==> src/rtl/fetch_pkg.sv <==
// Shared types and constants for the instruction prefetch front-end.
package fetch_pkg;

    localparam int XLEN        = 32;
    localparam int INSTR_BYTES = 4;

    localparam logic [XLEN-1:0] ALIGN_MASK = 32'hFFFF_FFFC;

    typedef struct packed {
        logic [XLEN-1:0] instr;
        logic [XLEN-1:0] pc_4;
    } fetch_entry_t;

    function automatic logic [XLEN-1:0] align_pc(input logic [XLEN-1:0] pc);
        return pc & ALIGN_MASK;
    endfunction

endpackage

==> src/rtl/prefetch_fifo.sv <==
// Small synchronous FIFO of fetched instructions; head is read straight from storage.
module prefetch_fifo
    import fetch_pkg::*;
#(
    parameter int DEPTH = 4,
    parameter int CW    = $clog2(DEPTH + 1)
) (
    input  logic               clk,
    input  logic               rst,
    input  logic               push,
    input  fetch_entry_t       push_data,
    input  logic               pop,
    input  logic               clear,
    output logic [CW-1:0]      count,
    output fetch_entry_t       head
);

    localparam int AW = $clog2(DEPTH);

    fetch_entry_t    mem [DEPTH];
    logic [AW-1:0]   wr_ptr;
    logic [AW-1:0]   rd_ptr;

    // Storage is reset so the head reads as zero straight out of reset.
    always_ff @(posedge clk or negedge rst) begin
        if (!rst) begin
            for (int i = 0; i < DEPTH; i++) begin
                mem[i] <= '0;
            end
            wr_ptr <= '0;
            rd_ptr <= '0;
            count  <= '0;
        end else if (clear) begin
            wr_ptr <= '0;
            rd_ptr <= '0;
            count  <= '0;
        end else begin
            if (push) begin
                mem[wr_ptr] <= push_data;
                wr_ptr      <= wr_ptr + AW'(1);
            end
            if (pop) begin
                rd_ptr <= rd_ptr + AW'(1);
            end
            count <= count + CW'(push) - CW'(pop);
        end
    end

    assign head = mem[rd_ptr];

endmodule

==> src/rtl/instr_prefetch_unit.sv <==
// Fetch front-end: issues credit-limited word reads, buffers responses, re-steers on redirect.
module instr_prefetch_unit
    import fetch_pkg::*;
#(
    parameter int              DEPTH    = 4,
    parameter logic [XLEN-1:0] RESET_PC = 32'h0000_0000
) (
    input  logic            clk,
    input  logic            rst,
    output logic            imem_req_valid,
    input  logic            imem_req_ready,
    output logic [XLEN-1:0] imem_req_addr,
    input  logic            imem_rsp_valid,
    input  logic [XLEN-1:0] imem_rsp_data,
    output logic            out_valid,
    input  logic            out_ready,
    output logic [XLEN-1:0] out_instr,
    output logic [XLEN-1:0] out_pc_4,
    input  logic            redirect,
    input  logic [XLEN-1:0] redirect_pc
);

    localparam int CW = $clog2(DEPTH + 1);
    localparam logic [XLEN-1:0] STEP = XLEN'(INSTR_BYTES);

    logic [XLEN-1:0] fetch_pc;
    logic [XLEN-1:0] rsp_pc_4;
    logic            run;
    logic [CW-1:0]   count;
    logic [CW-1:0]   inflight;
    logic [CW-1:0]   inflight_next;
    logic [CW-1:0]   drop;
    logic [CW:0]     credit_used;
    logic            issue;
    logic            push;
    logic            pop;
    fetch_entry_t    push_data;
    fetch_entry_t    head;

    // Credits cover both buffered entries and outstanding reads, so the FIFO can never overflow.
    assign credit_used    = {1'b0, count} + {1'b0, inflight};
    assign imem_req_valid = run & ~redirect & (credit_used < (CW + 1)'(DEPTH));
    assign imem_req_addr  = fetch_pc;
    assign issue          = imem_req_valid & imem_req_ready;
    assign inflight_next  = inflight + CW'(issue) - CW'(imem_rsp_valid);

    assign push      = imem_rsp_valid & ~redirect & (drop == '0);
    assign pop       = out_valid & out_ready & ~redirect;
    assign push_data = '{instr: imem_rsp_data, pc_4: rsp_pc_4};

    always_ff @(posedge clk or negedge rst) begin
        if (!rst) begin
            run      <= 1'b0;
            fetch_pc <= RESET_PC;
            rsp_pc_4 <= RESET_PC + STEP;
            inflight <= '0;
            drop     <= '0;
        end else begin
            run      <= 1'b1;
            inflight <= inflight_next;
            if (redirect) begin
                fetch_pc <= align_pc(redirect_pc);
                rsp_pc_4 <= align_pc(redirect_pc) + STEP;
                drop     <= inflight_next;
            end else begin
                if (issue) begin
                    fetch_pc <= fetch_pc + STEP;
                end
                if (imem_rsp_valid && drop != '0) begin
                    drop <= drop - CW'(1);
                end
                // Responses are in order, so the next kept word's PC+4 simply advances.
                if (push) begin
                    rsp_pc_4 <= rsp_pc_4 + STEP;
                end
            end
        end
    end

    prefetch_fifo #(
        .DEPTH (DEPTH),
        .CW    (CW)
    ) u_fifo (
        .clk       (clk),
        .rst       (rst),
        .push      (push),
        .push_data (push_data),
        .pop       (pop),
        .clear     (redirect),
        .count     (count),
        .head      (head)
    );

    assign out_valid = (count != '0);
    assign out_instr = head.instr;
    assign out_pc_4  = head.pc_4;

endmodule

==> config.mk <==
export PLATFORM = sky130hd
export DESIGN_NAME = instr_prefetch_unit
export DESIGN_NICKNAME = d
export VERILOG_FILES = /design/src/rtl/fetch_pkg.sv /design/src/rtl/prefetch_fifo.sv /design/src/rtl/instr_prefetch_unit.sv
export SDC_FILE = /design/constraint.sdc
export NUM_CORES = 1
export LEC_CHECK = 0
export ABC_AREA = 1
export BUFFER_PORTS_ARGS = -buffer_cell sky130_fd_sc_hd__buf_2
export CAP_MARGIN = 15
export CORE_MARGIN = 2
export CORE_UTILIZATION = 25
export CTS_CLUSTER_SIZE = 30
export DETAILED_ROUTE_END_ITERATION = 10
export HOLD_SLACK_MARGIN = 0.03
export PLACE_DENSITY_LB_ADDON = 0.1
export SYNTH_ARGS = -nofsm -noshare
export SYNTH_HDL_FRONTEND = slang
export SYNTH_SLANG_ARGS = --single-unit
export TNS_END_PERCENT = 50
==> constraint.sdc <==
create_clock -name clk -period 3.01 [get_ports clk]
set_clock_uncertainty 0.2 [all_clocks]
set_input_delay 0.1505 -clock clk [delete_from_list [all_inputs] [get_ports clk]]
set_output_delay 0.1505 -clock clk [all_outputs]
set_load 0.02 [all_outputs]
After elaboration in Yosys (flattened, before gate mapping):

Cells that the tools add are included.

* register bits: 334
* input bits: 70
* output and inout bits: 98
* logic and storage cells: 68

* add/subtract/negate cells: 11
* $lt $le $gt $ge: 4
* mux-type cells: 17
* bitwise gates (word level): 10
* reduce and logical (&&, ||, !) cells: 10

Operator list (number)
* 256-bit bitwise mux: 1
* 64-bit two-way mux: 3
* 64-bit binary-select mux with 2-bit select: 1
* 64-bit demux with 2-bit select: 1
* 32-bit two-way mux: 4
* 32-bit by 3-bit adder with 32-bit output, second input constant: 3
* 3-bit two-way mux: 3
* 2-bit two-way mux: 4
* 2-bit nonzero test: 4
* 1-bit AND: 7
* 3-bit by 1-bit adder with 3-bit output: 2
* 3-bit greater-or-equal comparator, second input constant: 2
* 2-bit NOT with 3-bit output: 2
* 3-bit nonzero test: 2
* 3-bit by 1-bit subtractor with 3-bit output: 2
* 2-bit by 1-bit adder with 2-bit output, second input constant: 2
* 3-bit by 3-bit adder with 4-bit output: 1
* 4-bit by 3-bit less-than comparator with 1-bit output, second input constant: 1
* 3-bit zero test: 1
* 3-bit by 1-bit less-than comparator with 1-bit output, second input constant: 1
* 3-bit by 1-bit subtractor with 3-bit output, second input constant: 1
* 1-bit logical AND: 2
* 2-bit AND reduction: 1
* 1-bit NOT: 1

Depth between registers and ports, before layout:

Gate-level depths: netlist (run 1).

* depth after elaboration: 7
* mapped depth: 14
* gate-level depth less buffers: 13

Cells and area by module:

From an unflattened synthesis (run 1), not the netlist that was laid out.

* cell total of the unflattened synthesis: 2151
* area total of the unflattened synthesis: 16717.3 µm²

Modules (own cells, without submodules)
* prefetch_fifo: times used 1, cells each 1427, area an instance 11930.2 µm², sequential area each 6581.3 µm²
* instr_prefetch_unit: times used 1, cells each 724, area an instance 4787.1 µm², sequential area each 1677.9 µm²

Worst setup path before layout (run 1):

No wires, ideal clock.

* kind: register to register
* from: register u_fifo.count[1]
* to: register drop[2]
* setup time: 0.134 ns
* arrival time: 2.834 ns
* data required time: 2.676 ns
* path slack: -0.158 ns
* cell stages (with the launch flop): 14
* buffers on the path: 1
* clock period less this slack: 3.168 ns
* path through: dfrtp_1 > ha_1 > nand3_1 > nand2_1 > nor3_2 > nand2_1 > clkbuf_1 > ha_1 > inv_1 > ha_1 > fa_1 > xor2_1 > mux2i_1 > o21ai_0

* word-level cells in the longest chain between the ends: 7

Ends and longest elaborated chain
* from (decl): line prefetch_fifo.sv:14 `output logic [CW-1:0] count,`
* from (signal assigned): line prefetch_fifo.sv:45 `count <= count + CW'(push) - CW'(pop);`
* 3-bit by 3-bit adder with 4-bit output: line instr_prefetch_unit.sv:41 `assign credit_used = {1'b0, count} + {1'b0, inflight};`
* 4-bit by 3-bit less-than comparator with 1-bit output: line instr_prefetch_unit.sv:42 `assign imem_req_valid = run & ~redirect & (credit_used < (CW + 1)'(DEPTH));`
* 1-bit AND: line instr_prefetch_unit.sv:42
* named net imem_req_valid: line instr_prefetch_unit.sv:10 `output logic imem_req_valid,`
* 1-bit AND: line instr_prefetch_unit.sv:44 `assign issue = imem_req_valid & imem_req_ready;`
* 3-bit by 1-bit adder with 3-bit output: line instr_prefetch_unit.sv:45 `assign inflight_next = inflight + CW'(issue) - CW'(imem_rsp_valid);`
* 3-bit by 1-bit subtractor with 3-bit output: line instr_prefetch_unit.sv:45
* named net inflight_next[2]: line instr_prefetch_unit.sv:31 `logic [CW-1:0] inflight_next;`
* 3-bit two-way mux: line instr_prefetch_unit.sv:61 `if (redirect) begin`
* to (signal assigned): line instr_prefetch_unit.sv:64 `drop <= inflight_next;`
* to (signal assigned): line instr_prefetch_unit.sv:70 `drop <= drop - CW'(1);`
* to (decl): line instr_prefetch_unit.sv:32 `logic [CW-1:0] drop;`

The timed path passes the listed nets, and every way through them passes these cells.
A chain may end at the register's enable or synchronous reset.

Worst setup path after layout (run 1):

* from: register u_fifo.count[2]
* to: register fetch_pc[27], in the netlist imem_req_addr[27]

* word-level cells in the longest chain between the ends: 5

Ends and longest elaborated chain
* 3-bit by 3-bit adder with 4-bit output: line instr_prefetch_unit.sv:41
* 4-bit by 3-bit less-than comparator with 1-bit output: line instr_prefetch_unit.sv:42
* 1-bit AND: line instr_prefetch_unit.sv:42
* 1-bit AND: line instr_prefetch_unit.sv:44
* 2-bit nonzero test (no line)
* to (signal assigned): line instr_prefetch_unit.sv:62 `fetch_pc <= align_pc(redirect_pc);`
* to (signal assigned): line instr_prefetch_unit.sv:67 `fetch_pc <= fetch_pc + STEP;`
* to (decl): line instr_prefetch_unit.sv:26 `logic [XLEN-1:0] fetch_pc;`

No other way between the ends.

==> metrics.csv, run 1 <==
stage,metric,value,unit
synthesis,synthXorXnorAreaFrac,0.0130,
synthesis,syn_avg_cell_area,7.98,sq um
power,power_leakage,9.28,nW
setup_path,cp-endpoint,imem_req_addr[27],
setup_path,worst_setup_path_start_kind,flip-flop,
timing,setup_viol,0,
synthesis,yosys.area.top_type,dfrtp_1,
timing,maxSlewViolCount,0,
setup_path,cpLargestDelayFamily,buffers and inverters,
cells_and_area,nNetsFinal,2240,
setup_path,rrSetupSlack,0.23,ns
global_route,grtUsageTotal,0.158,
clock_network,cts_tree,yes,
clock_network,cts.sinks,322,
place,place_area,17300,sq um
timing,relSlewSlack,0.410,
cells_and_area,multi_input_area,6490,sq um
die,die_w,253,um
place,place_congestion,0.789,
setup_path,max_stage_delay,0.55,ns
worst_hold_path,holdPathStages,4,
clock_network,clk_latency,0.56,ns
timing,rsz0062_at_grt,no,
status,outcome,finished clean,
synthesis,ys_types,39,
drt,wl,50.2,mm
timing,worst_slew_pin_slew,0.884,ns
cells_and_area,final_common_cell,nand2_1,
die,die-area,64200,sq um
setup_path,ff2ff_path_depth,12,
cells_and_area,ff_latch_area,8060,sq um
worst_hold_path,min_path_type,in -> reg,
timing,fin_tns_setup,0,ns
die,dieHeight,253,um
timing,clock.fmax,360,MHz
synthesis,ys_seq_elements,322,
synthesis,yosysWarnings,0,
die,rows,91,
cells_and_area,final_cell_mix,"nand2_1 (520), o21ai_0 (405), dfrtp_1 (319)",
cells_and_area,fin_area,19600,sq um
global_route,antenna_found_initial,0,
die,core_region_area,61600,sq um
setup_path,path_class,reg -> reg,
synthesis,synth_top_area_frac,0.517,
setup_path,rr_endpoint,imem_req_addr[27],
drt,drt_iter0_markers,804,
synthesis,syn_inst,1947,
drt,dr.pass1.iters,5,
timing,hold_viol,0,
setup_path,crit_slowest_cell,dlygate4sd3_1,
drt,drc,0,
synthesis,synthMuxAreaShare,0.000644,
cells_and_area,n_antenna_cell,0,
setup_path,cp.required,3.25,ns
synthesis,synth_top_family_by_area,simple AND/OR/NAND/NOR gates,
drt,dr_total_vias,13600,
global_route,grt_max_degree,125,
global_route,grt_pass1_wl,79.1,mm
clock_network,clockBufferDepth,3,
cells_and_area,fillCellCount,6576,
power,peakVddDrop,0.305,mV
drt,detail-route-antenna-nets,0,
clock_network,htreeDepth,2,
global_route,overflow,0,
die,pin_count,168,
setup_path,cp.arrival,3.02,ns
place,io_buffers,161,
timing,min_period,2.78,ns
synthesis,yosys-top-cells-area,"dfrtp_1 (52%), o21ai_0 (13%), nand2_1 (13%)",
job,max_cap_violations,0,
setup_path,path_max_fanout,17,
cells_and_area,utilization,0.317,
drt,drt-vias-per-instance,4.50,
synthesis,synth_compound_area_frac,0.174,
clock_network,cts_buffers,41,
cells_and_area,drive_above_1_share,0.136,
synthesis,synth-adder-area-share,0.0139,
setup_path,crit_buf_inv,4,
die,start_util,0.252,
clock_network,cts_root_buf,clkbuf_16,
setup_path,worstSetupEndpointType,flip-flop,
synthesis,syn-cell-area,15500,sq um
setup_path,cp-startpoint,u_fifo.count[2],
synthesis,synth_seq_area_share,0.519,
place,hpwl,31.3,mm
power,powerDensity,852,nW/um^2
timing,fin_crit_sh,0.924,
setup_path,worst_path_most_repeated_cell,nand2_1,
drt,routedWlPerCell,16.6,um
worst_hold_path,worstHoldStart,imem_rsp_data[17],
setup_path,path_depth,12,
setup_path,regToRegStartpoint,u_fifo.count[2],
clock_network,clk_pin_slew,0.06,ns
synthesis,synthSimpleGateAreaFrac,0.213,
cells_and_area,syn_to_final_growth,25.8,%
setup_path,path_cells,ha_1 > nor2_1 > nand2_1 > nor3_4 > nand2_2 > buf_4 > nand2_1 > buf_4 > o21ai_0 > inv_1 > nand2_1 > dlygate4sd3_1,
global_route,grt_pass1_vias,13500,
## worst reg2reg max path, cell delays in order (launching register included)
cell and delay (ns):
dfrtp_1 0.40, ha_1 0.30, nor2_1 0.10, nand2_1 0.10
nor3_4 0.18, nand2_2 0.08, buf_4 0.21, nand2_1 0.11
buf_4 0.23, o21ai_0 0.10, inv_1 0.06, nand2_1 0.05
dlygate4sd3_1 0.55
## how the worst min path moves through the flow
stage / endpoint
after global routing: imem_req_addr[17]
after floorplan: drop[0]
after CTS: u_fifo.mem[125]
after global placement: u_fifo.mem[250]
after detailed placement: u_fifo.mem[56]
final: u_fifo.mem[177]
## timing repair
action	CTS	global route
setup buffers	0	0
hold buffers	89	0
hold endpoints to repair	520	0
setup endpoints to repair	0	1
gates resized for setup	0	1
## routing by layer
metal | global-route usage | share of wire
met4 | 0.0429 | 0.020
met2 | 0.254 | 0.45
met5 | 0 | 0
met3 | 0.0257 | 0.043
met1 | 0.220 | 0.48
## final cells by class
type                       instances  share of cell area
clock buffer                      64              0.0631
clock inverter                    10             0.00538
inverter                         132              0.0257
multi-input combinational       1379               0.332
sequential                       322               0.412
tap                              837              0.0536
timing repair buffer             278               0.108
## Yosys cell counts (all sizes together)
library cell	n
o211ai	12
fa	2
o221ai	1
nand4	11
o22ai	64
clkinv	1
nand2	542
ha	14
a31oi	3
inv	131
a21oi	14
mux2i	1
dfstp	1
conb	2
nor2	206
nand3b	2
a21o	1
dfrtp	321
xnor2	8
buf	49
and2	1
xor2	15
o21ai	413
and3	1
nor3	10
clkbuf	68
nand3	49
o21bai	4
## through the flow
stage               setup slack [ns]  power, mW  instances  hold slack (ns)
CTS                            0.114       17.0       3022            0.196
finish                         0.229       16.7       3022            0.236
global route                  0.0500       17.9       3022            0.243
global placement               0.229       11.8       2859          -0.0795
detailed placement             0.262       11.8       2859          -0.0727
floorplan                    0.00593       9.58       1950           -0.345
## logic make-up after synthesis
group                    after synthesis
AND/OR/NAND/NOR                      822
AO/OA/AOI/OAI                        512
flip-flops                           322
buffers and inverters                249
XOR/XNOR                              23
adder cells (fa/ha/maj)               16
other                                  2
multiplexers                           1
## power breakdown
group / internal [mW] / total [mW] / switching, mW
registers: 5.37 / 6.02 / 0.657
clock network: 2.91 / 4.92 / 2.00
logic: 1.92 / 5.72 / 3.81
## sequential cells by signal, summed over array words and instances, names as in the netlist
| name | flops |
|---|---|
| u_fifo.mem | 248 |
| imem_req_addr | 30 |
| rsp_pc_4 | 30 |
| drop | 3 |
| inflight | 3 |
| u_fifo.count | 3 |
| u_fifo.rd_ptr | 2 |
| u_fifo.wr_ptr | 2 |
| run | 1 |
No activity file was read; power rests on OpenSTA's default activity.
==> run 2: changes to the inputs <==
- clock period: 3.01 -> 2.45 ns (I/O delays scaled with it)
==> metrics.csv, run 2 (synthesis results as in run 1) <==
stage,metric,value,unit,change
power,power,20.9,mW,+25%
timing,relSlewSlack,0.413,,+0.00312
drt,dr_total_vias,13700,,+0.97%
timing,clock.fmax,382,MHz,+6.2%
drt,drt_iter0_markers,766,,-4.7%
power,switchingPower,8.13,mW,+26%
cells_and_area,n_antenna_cell,0,,unchanged
timing,fin_crit_sh,1.07,,+0.144
drt,drc,0,,unchanged
place,pre_cts_slack,-0.291,ns,-0.553 ns
global_route,grt_pass1_vias,13700,,+1.4%
place,place_inst,2889,,+1.0%
power,switching_share,0.389,,+0.00119
global_route,grtUsageTotal,0.164,,+0.00516
setup_path,worstSetupEndpointType,flip-flop,,
power,power_leakage,9.48,nW,+2.1%
clock_network,cts.sinks,322,,unchanged
clock_network,clk_latency,0.57,ns,about the same
place,hpwl,33.3,mm,+6.3%
status,outcome,finished with violations,,
global_route,grt_pass1_wl,81.3,mm,+2.7%
power,powerDensity,1050,nW/um^2,+23%
setup_path,cp.arrival,2.85,ns,-0.17 ns
setup_path,path_max_fanout,2,,-15
clock_network,clockBufferDepth,3,,unchanged
drt,drt-vias-per-instance,4.52,,+0.51%
power,pwr-share-comb,0.360,,+0.017
drt,detail-route-antenna-nets,0,,unchanged
die,core_region_area,61600,sq um,unchanged
timing,whs,0.132,ns,-0.104 ns
drt,dr.pass1.iters,5,,unchanged
cells_and_area,final_cell_mix,"nand2_1 (517), o21ai_0 (402), dfrtp_1 (319)",,
timing,hold_viol,0,,unchanged
clock_network,htreeDepth,2,,unchanged
drt,routedWlPerCell,16.9,um,+1.8%
place,place_congestion,0.801,,+1.5%
power,peakVddDrop,0.460,mV,+51%
global_route,antenna_found_initial,0,,unchanged
power,internal-power,12.8,mW,+25%
place,place_area,17700,sq um,+2.2%
cells_and_area,largest_reg_flops,248,,unchanged
cells_and_area,drive_above_1_share,0.161,,+0.0241
clock_network,clk_pin_slew,0.05,ns,about the same
cells_and_area,fin_area,19900,sq um,+1.7%
power,seq_power_share,0.354,,-0.008
power,p_clk_frac,0.286,,-0.009
die,rows,91,,unchanged
worst_hold_path,min_path_type,in -> reg,,
timing,fin_tns_setup,-0.299,ns,-0.299 ns
setup_path,path_class,reg -> reg,,
status,failed_checks,setup timing,,
cells_and_area,final_common_cell,nand2_1,,
cells_and_area,regMostFlops,u_fifo.mem,,
die,die-area,64200,sq um,unchanged
clock_network,cts_buffers,42,,+2.4%
place,io_buffers,161,,unchanged
timing,worst_slack,-0.167,ns,-0.397 ns
die,start_util,0.252,,unchanged
cells_and_area,instances_no_fill,3036,,+0.46%
job,max_cap_violations,0,,unchanged
clock_network,cts_tree,yes,,
timing,rsz0062_at_grt,yes,,
global_route,overflow,0,,unchanged
cells_and_area,multi_input_area,6610,sq um,+1.8%
global_route,grt_max_degree,68,,-46%
cells_and_area,syn_to_final_growth,28.0,%,
drt,wl,51.4,mm,+2.3%
die,pin_count,168,,unchanged
die,dieHeight,253,um,unchanged
cells_and_area,ff_latch_area,8060,sq um,unchanged
timing,maxSlewViolCount,0,,unchanged
timing,min_period,2.62,ns,-0.163 ns
clock_network,cts_root_buf,clkbuf_16,,
cells_and_area,nNetsFinal,2255,,+0.67%
cells_and_area,fillCellCount,6649,,+1.1%
setup_path,cp.required,2.68,ns,-0.57 ns
setup_path,worst_setup_path_start_kind,flip-flop,,
timing,worst_slew_pin_slew,0.879,ns,-0.00468 ns
timing,setup_viol,3,,+3
die,die_w,253,um,unchanged
cells_and_area,utilization,0.323,,+0.00538
run 2: worst max-delay path: stages (launching register included):
cell and delay, ns:
dfrtp_1 0.38, ha_1 0.30, nor2_2 0.12, nand2_2 0.08, nor3_4 0.14, nand2_2 0.10
ha_4 0.27, inv_2 0.03, ha_4 0.14, fa_2 0.34, xor2_1 0.17, mux2i_1 0.13
o21ai_1 0.07
run 2: repair_timing:
action                     in CTS  in global routing
setup endpoints to repair      17                 43
resized for setup              18                 12
hold buffers                   68                  0
buffers inserted                1                  3
pin swaps                      12                  0
cloned                          2                  0
hold endpoints to repair      522                  0
run 2: cell type report:
type	count	share of cell area
inverter	132	0.0250
sequential	322	0.406
timing repair buffer	292	0.118
tap	837	0.0527
clock inverter	13	0.00447
clock buffer	61	0.0615
multi-input combinational	1379	0.332
run 2: final timing paths:
path | cells after the start | slack (ns) | endpoint | startpoint
setup / recovery | 12 | -0.17 | drop[2] | u_fifo.count[2]
hold / removal | 3 | 0.13 | u_fifo.count[0] | redirect
setup reg to reg | 12 | -0.17 | drop[2] | u_fifo.count[2]
hold reg to reg | 2 | 0.28 | u_fifo.mem[161] | u_fifo.mem[161]
max in group asynchronous | 4 | 0.82 | u_fifo.mem[122] | rst
min in group asynchronous | 3 | 0.47 | u_fifo.mem[125] | rst
run 2: per-layer routing:
layer,global-route usage,share of wire
met2,0.262,0.46
met3,0.0243,0.044
met4,0.0465,0.021
met1,0.228,0.48
met5,0,0
run 2: power by group through the flow:
stage | sequential, mW | combinational (mW) | clock, mW
3_3_place_gp | 7.45 | 7.22 | 0
5_1_grt | 7.55 | 8.45 | 6.42
3_5_place_dp | 7.45 | 7.27 | 0
4_1_cts | 7.38 | 7.65 | 6.21
2_1_floorplan | 7.35 | 4.45 | 0
6_report | 7.39 | 7.51 | 5.98
